--- src/rtl/spi_frame_streamer.sv ---
// SPI mode-0 slave streaming a synthetic 64x64 8-bit test frame on MISO.
// SCLK, CS_N and MOSI are oversampled in the CLK domain; nothing runs on SCLK.
module spi_frame_streamer #(
    parameter logic [7:0] CMD_FRAME  = 8'hA5,
    parameter logic [7:0] CMD_STATUS = 8'h5A,
    parameter int         FRAME_PIX  = 4096
) (
    input  logic       CLK,
    input  logic       RST,
    input  logic       SCLK,
    input  logic       CS_N,
    input  logic       MOSI,
    output logic       MISO,
    output logic       BUSY,
    output logic       FRAME_DONE,
    output logic [7:0] FRAME_CNT
);

    typedef enum logic [2:0] {
        IDLE,
        CMD,
        FRAME,
        STATUS,
        DRAIN
    } state_t;

    localparam logic [11:0] LAST_PIX = 12'(FRAME_PIX - 1);

    state_t      state;
    state_t      state_next;

    logic        sclk_s1, sclk_s2, sclk_h;
    logic        cs_s1, cs_s2, cs_h;
    logic        mosi_s1, mosi_s2, mosi_h;

    logic        rise, fall, cs_fall, cs_rise;
    logic        byte_end, frame_end;

    logic [2:0]  bit_cnt;
    logic [6:0]  rx_sr;
    logic [7:0]  rx_byte;
    logic [7:0]  tx_sr;
    logic [11:0] pix_idx;
    logic        last_loaded;
    logic        done_q;
    logic [7:0]  frame_cnt;
    logic [7:0]  pix_val;

    // Two-flop synchronizers plus one history flop per SPI input
    always_ff @(posedge CLK) begin
        if (RST) begin
            sclk_s1 <= 1'b0;
            sclk_s2 <= 1'b0;
            sclk_h  <= 1'b0;
            cs_s1   <= 1'b1;
            cs_s2   <= 1'b1;
            cs_h    <= 1'b1;
            mosi_s1 <= 1'b0;
            mosi_s2 <= 1'b0;
            mosi_h  <= 1'b0;
        end else begin
            sclk_s1 <= SCLK;
            sclk_s2 <= sclk_s1;
            sclk_h  <= sclk_s2;
            cs_s1   <= CS_N;
            cs_s2   <= cs_s1;
            cs_h    <= cs_s2;
            mosi_s1 <= MOSI;
            mosi_s2 <= mosi_s1;
            mosi_h  <= mosi_s2;
        end
    end

    // Edge events, byte completion and pixel generation
    always_comb begin
        rise      = sclk_s2 & ~sclk_h;
        fall      = ~sclk_s2 & sclk_h;
        cs_fall   = ~cs_s2 & cs_h;
        cs_rise   = cs_s2 & ~cs_h;
        rx_byte   = {rx_sr, mosi_h};
        // chip-select edges take priority over a coincident SCLK rise
        byte_end  = rise & ~cs_rise & ~cs_fall & (bit_cnt == 3'd7);
        frame_end = byte_end & (state == FRAME) & last_loaded;
        pix_val   = {pix_idx[11:6] ^ pix_idx[5:0], 2'b00} + frame_cnt;
    end

    // State register
    always_ff @(posedge CLK) begin
        if (RST) begin
            state <= IDLE;
        end else begin
            state <= state_next;
        end
    end

    // Next-state logic
    always_comb begin
        state_next = state;
        if (cs_rise) begin
            state_next = IDLE;
        end else if (cs_fall) begin
            state_next = CMD;
        end else if (byte_end) begin
            case (state)
                CMD: begin
                    if (rx_byte == CMD_FRAME) begin
                        state_next = FRAME;
                    end else if (rx_byte == CMD_STATUS) begin
                        state_next = STATUS;
                    end else begin
                        state_next = DRAIN;
                    end
                end
                FRAME: begin
                    if (last_loaded) begin
                        state_next = DRAIN;
                    end
                end
                default: state_next = state;
            endcase
        end
    end

    // Outputs
    always_comb begin
        BUSY       = (state != IDLE);
        MISO       = tx_sr[7];
        FRAME_DONE = done_q;
        FRAME_CNT  = frame_cnt;
    end

    // Shift registers, bit counter, pixel index and frame counter
    always_ff @(posedge CLK) begin
        if (RST) begin
            bit_cnt     <= '0;
            rx_sr       <= '0;
            tx_sr       <= '0;
            pix_idx     <= '0;
            last_loaded <= 1'b0;
            done_q      <= 1'b0;
            frame_cnt   <= '0;
        end else begin
            done_q <= frame_end;
            if (frame_end) begin
                frame_cnt <= frame_cnt + 8'd1;
            end
            if (cs_rise || cs_fall) begin
                bit_cnt     <= '0;
                tx_sr       <= '0;
                pix_idx     <= '0;
                last_loaded <= 1'b0;
            end else begin
                if (rise) begin
                    rx_sr   <= rx_byte[6:0];
                    bit_cnt <= bit_cnt + 3'd1;
                end
                if (byte_end && ((state == CMD) || frame_end)) begin
                    pix_idx     <= '0;
                    last_loaded <= 1'b0;
                end
                if (fall) begin
                    if (bit_cnt == 3'd0) begin
                        case (state)
                            FRAME: begin
                                tx_sr <= pix_val;
                                // hold at the last pixel; the index wraps on the move to DRAIN
                                if (pix_idx == LAST_PIX) begin
                                    last_loaded <= 1'b1;
                                end else begin
                                    pix_idx <= pix_idx + 12'd1;
                                end
                            end
                            STATUS:  tx_sr <= frame_cnt;
                            default: tx_sr <= '0;
                        endcase
                    end else begin
                        tx_sr <= {tx_sr[6:0], 1'b0};
                    end
                end
            end
        end
    end

endmodule
--- config.mk ---
export PLATFORM = sky130hd
export DESIGN_NAME = spi_frame_streamer
export DESIGN_NICKNAME = d
export VERILOG_FILES = /design/src/rtl/spi_frame_streamer.sv
export SDC_FILE = /design/constraint.sdc
export NUM_CORES = 1
export LEC_CHECK = 0
export CAP_MARGIN = 10
export CORE_ASPECT_RATIO = 2
export CORE_MARGIN = 2
export CORE_UTILIZATION = 55
export DETAILED_ROUTE_END_ITERATION = 6
export PLACE_DENSITY = 0.76
export SYNTH_ARGS = -nofsm -noshare
export SYNTH_HDL_FRONTEND = slang
export SYNTH_SLANG_ARGS = --single-unit
--- constraint.sdc ---
create_clock -name CLK -period 3.4 [get_ports CLK]
set_input_delay 0.68 -clock CLK [delete_from_list [all_inputs] [get_ports CLK]]
set_output_delay 0.68 -clock CLK [all_outputs]
set_load 0.005 [all_outputs]
# After elaboration in Yosys (flattened, before gate mapping)
# Index checks and enable logic that the tools add are counted.
[word_totals] register_bits=52 input_bits=5 out_inout_bits=11 elab_cells=80
[op_classes] n_addsub=4 eq_ne=9 mux=18 bitwise_logic=17 reduce_logical=14
[op_table] op="two-way mux 12 bit" count=5
[op_table] op="case mux 8 bit (2 select lines)" count=1
[op_table] op="adder 12 x 1 -> 12 bit, second input constant" count=1
[op_table] op="== test 12 bit, second input constant" count=1
[op_table] op="AND 1 bit" count=9
[op_table] op="two-way mux 3 bit" count=3
[op_table] op="adder 8 x 1 -> 8 bit, second input constant" count=1
[op_table] op="adder 8 bit" count=1
[op_table] op="== test 8 x 7 -> 1 bit, second input constant" count=1
[op_table] op="== test 8 bit, second input constant" count=1
[op_table] op="two-way mux 8 bit" count=1
[op_table] op="two-way mux 1 bit" count=7
[op_table] op="NOT 1 bit" count=7
[op_table] op="== test 3 x 2 -> 1 bit, second input constant" count=2
[op_table] op="case mux 3 bit (2 select lines)" count=1
[op_table] op="AND reduction 3 bit" count=2
[op_table] op="nonzero test 3 bit" count=2
[op_table] op="bitwise XOR 6 bit" count=1
[op_table] op="nonzero test 2 bit" count=2
[op_table] op="OR reduction 2 bit" count=2
[op_table] op="adder 3 x 1 -> 3 bit, second input constant" count=1
[op_table] op="== test 3 x 1 -> 1 bit, second input constant" count=1
[op_table] op="== test 3 bit, second input constant" count=1
[op_table] op="zero test 3 bit" count=1
[op_table] op="other kinds (6)" count=7

# Logic depth before layout (Yosys ltp)
[logic_depth] depth_word=15 ltp_mapped=9

# Worst setup path before layout
# No wires, ideal clock.
[synth_path] path_kind="register -> register" start="reg pix_idx[7]" end="reg tx_sr[6]" arrival_ps=1793 path_slack_ps=1537 stages_incl_launch_ff=10 path_buffers=1 period_less_slack_ps=1863 path_cell_list="dfxtp_1 clkbuf_1 xor2_1 inv_1 fa_1 inv_1 a21o_1 a21oi_1 o311a_1 a21oi_1"
[synth_via] elab_chain_len=4
[synth_lines] element="start: declaration" line="43" text="logic [11:0] pix_idx;"
[synth_lines] element="start signal: assignment" line="170" text="pix_idx <= pix_idx + 12'd1;"
[synth_lines] element="bitwise XOR 6 bit" line="84" text="pix_val = {pix_idx[11:6] ^ pix_idx[5:0], 2'b00} + frame_cnt;"
[synth_lines] element="adder 8 bit" line="84"
[synth_lines] element="case mux 8 bit (2 select lines)" line="163" text="case (state)"
[synth_lines] element="two-way mux 8 bit" line="162" text="if (bit_cnt == 3'd0) begin"
[synth_lines] element="end signal: assignment" line="165" text="tx_sr <= pix_val;"
[synth_lines] element="end signal: assignment" line="173" text="STATUS: tx_sr <= frame_cnt;"
[synth_lines] element="end signal: assignment" line="177" text="tx_sr <= {tx_sr[6:0], 1'b0};"
[synth_lines] element="end: declaration" line="42" text="logic [7:0] tx_sr;"
# Every way passes these cells.
# A chain may end at the register's enable or synchronous reset.

# Final worst setup path
[layout_path] start="reg state[0]" end="out BUSY"
[layout_via] elab_chain_len=1
[layout_lines] element="start: declaration" line="29" text="state_t state;"
[layout_lines] element="start signal: assignment" line="92" text="state <= state_next;"
[layout_lines] element="nonzero test 3 bit" line="126" text="BUSY = (state != IDLE);"
[layout_lines] element="end: declaration" line="14" text="output logic BUSY,"
# Every way passes these cells.

==> summary.txt <==
outcome: finished clean
net count after synthesis: 330
most used routing layer: met2
IO buf count: 15
initial antenna violation count: 0
critical path capture point type: output pin
vias in the first global route: 2083
multi-input logic area: 0.001544 sq mm
antenna-violating nets left: 0
chip height: 103.1 um
clk slew on worst S/H paths: 0.08 ns
Crit Path Category: flop to output pin
Worst Skew: 0.009745 ns
Syn Inst Count: 312
clk root buf: clkbuf_8
Clock Path Buffers: 2
final wirelength: 5731 um
PwrDens: 348.2 mW/mm^2
Largest stage delay, worst path: 0.65 ns
first-pass GRT wire length: 9432 um
most frequent cell after synthesis: dfxtp_1
Antenna diodes: 0
die width: 53.53 um
GR Util All Layers: 0.2372
fin cells: 381
Routability Congestion: 0.8393
I/O pin cnt: 16
Startpoint Class: flop
area delta synth->final: 10.11%
vias per inst: 5.869
Setup-failing EPs final: 0
drt wl/cell: 15.04 um
top-area cell type share of the netlist area: 0.3857
CTS Buf Count: 5
Initial Utilization: 0.5600
share of layout cells above drive strength 1: 0.07407
RSZ-0062 raised after global routing: false
total die area: 0.005517 sq mm
Synth cell types: 57
Site Rows: 36
synthesized cell area: 0.002699 sq mm
Slew Limit Fails: 0
fmax: 0.4217 GHz
core area: 0.004820 sq mm
largest net degree at the start of global routing: 21
Filler cells: 420
Setup Fix Bufs, Post-CTS: 0
setup TNS: 0 ns
Syn Area/Cell: 8.650 sq um
final number of hold-violating endpoints: 0
Seq cells post-synth: 52
latest clock arrival within the worst-skew pair: 0.32 ns
Synth async-reset ratio: 0
cell area after layout: 0.002972 sq mm
GR Overflow Total: 0
number of flops mapped to enable cells by yosys: 0
DPL Wire Length: 4313 um
WP data required: 2.72 ns
CP top delay family: flip-flops
fin crit period: 2.371 ns
register cell area after layout: 0.001041 sq mm
final worst-path cycle share: 0.6975
post_cts resized: 0
crit path buf inv count: 1
hold_buf cts: 0
max_cap viols: 0
commonest cells in the netlist: dfxtp_1 (52), nand2_1 (29), nor2_1 (28), o21ai_0 (15), nor2b_1 (14)
worst hold path class: flop to flop
Max-slew headroom: 0.5657
total number of vias: 2236
Post-Place Cells: 373
Seq/Total Area, Yosys: 0.3857
met2 usage: 0.4368
cell taking the most area after synthesis: dfxtp_1
drt pass-1 iters: 4
VDD IR-drop max: 0.4445 mV
P_leak: 1.224 nW
nets: 341
routing usage on met3: 0.04638
Area after DPL: 0.002882 sq mm
M1 GR Usage: 0.2404
Synth Warn #: 0
worst-path cell chain: or3_1 -> clkdlybuf4s50_1
crit-path max FO: 14
H-tree depth: 2
CTS tree: built
Crit-path slowest cell: dfxtp_1
Post-synth top flop: dfxtp_1
synth top area cells: dfxtp_1 (39%), ha_1 (5.6%), nand2_1 (4.0%), nor2_1 (3.9%), mux2i_1 (3.3%)
CP Data Arrival Time: 1.69 ns
number of DRC markers in iteration 0: 46
CTS Sinks: 52
DRC violations left: 0
Tightest Pin Transition: 0.6515 ns
==> placed cells by master (no fill, tap or decap), types with 5 or more instances in the layout <==
cell type and count:
a21oi_1 12, buf_4 5, clkbuf_8 6, clkdlybuf4s50_1 15
dfxtp_1 52, ha_1 12, inv_1 9, mux2i_1 9
nand2_1 29, nand2b_1 5, nand3_1 13, nor2_1 28
nor2b_1 14, nor3_1 13, nor4bb_1 5, o21ai_0 15
o21ai_1 9, xnor2_1 7, xor2_1 9
==> power breakdown <==
group | switching (mW) | leakage (nW) | internal, mW
registers | 0.00635 | 0.421 | 0.616
logic | 0.0290 | 0.758 | 0.0214
clock network | 0.195 | 0.0455 | 0.166
total | 0.231 | 1.22 | 0.804
==> metal layers <==
metal / part of all wire / vias up
li1: - / 1120
met1: 0.39 / 1068
met2: 0.56 / 36
met3: 0.023 / 12
met4: 0.031 / 0
met5: 0 / -
==> worst reg2reg max path: stages, from the launching register on <==
cell	delay, ns
dfxtp_1	0.48
nor3b_4	0.41
nand3_1	0.21
a31oi_2	0.53
or2_1	0.40
o211ai_1	0.15
==> flip-flops by register name (all words and copies together), names as in the netlist, 3 cells and up <==
signal     cells
FRAME_CNT      8
bit_cnt        3
pix_idx       12
rx_sr          7
state          3
tx_sr          8
==> final timing paths <==
path,from,to,slack [ns],cells past startpoint
setup reg to reg,state[0],pix_idx[8],1.11,5
setup / recovery,state[0],BUSY,1.03,2
hold / removal,cs_s1,cs_s2,0.41,1
hold reg to reg,cs_s1,cs_s2,0.41,1
==> cells by family after synthesis <==
| kind of cell | synth area share |
|---|---|
| XOR/XNOR | 0.05193 |
| buffers and inverters | 0.04218 |
| flip-flops | 0.3857 |
| AND/OR/NAND/NOR | 0.2712 |
| multiplexers | 0.03755 |
| adder cells (fa/ha/maj) | 0.06305 |
| AO/OA/AOI/OAI | 0.1484 |
==> per-stage QoR <==
| step | util | hold slack (ns) | setup slack (ns) | power, mW |
|---|---|---|---|---|
| global route | 0.6166 | 0.4231 | 0.9414 | 1.072 |
| detailed placement | 0.5979 | 0.3938 | 1.027 | 0.6879 |
| floorplan | - | 0.3895 | 1.537 | 0.6707 |
| global placement | 0.5979 | 0.3983 | 1.041 | 0.6869 |
| finish | 0.6166 | 0.4129 | 1.029 | 1.035 |
| CTS | 0.6166 | 0.4137 | 1.022 | 1.046 |
==> layout make-up <==
| class | instances | share of cell area |
|---|---|---|
| repair buffers | 20 | 0.06316 |
| inverters | 10 | 0.01263 |
| multi-input cells | 234 | 0.5196 |
| flip-flops and latches | 52 | 0.3503 |
| well taps | 57 | 0.02400 |
| clock buffers | 8 | 0.03032 |
Power figures use the tool's default switching activity.
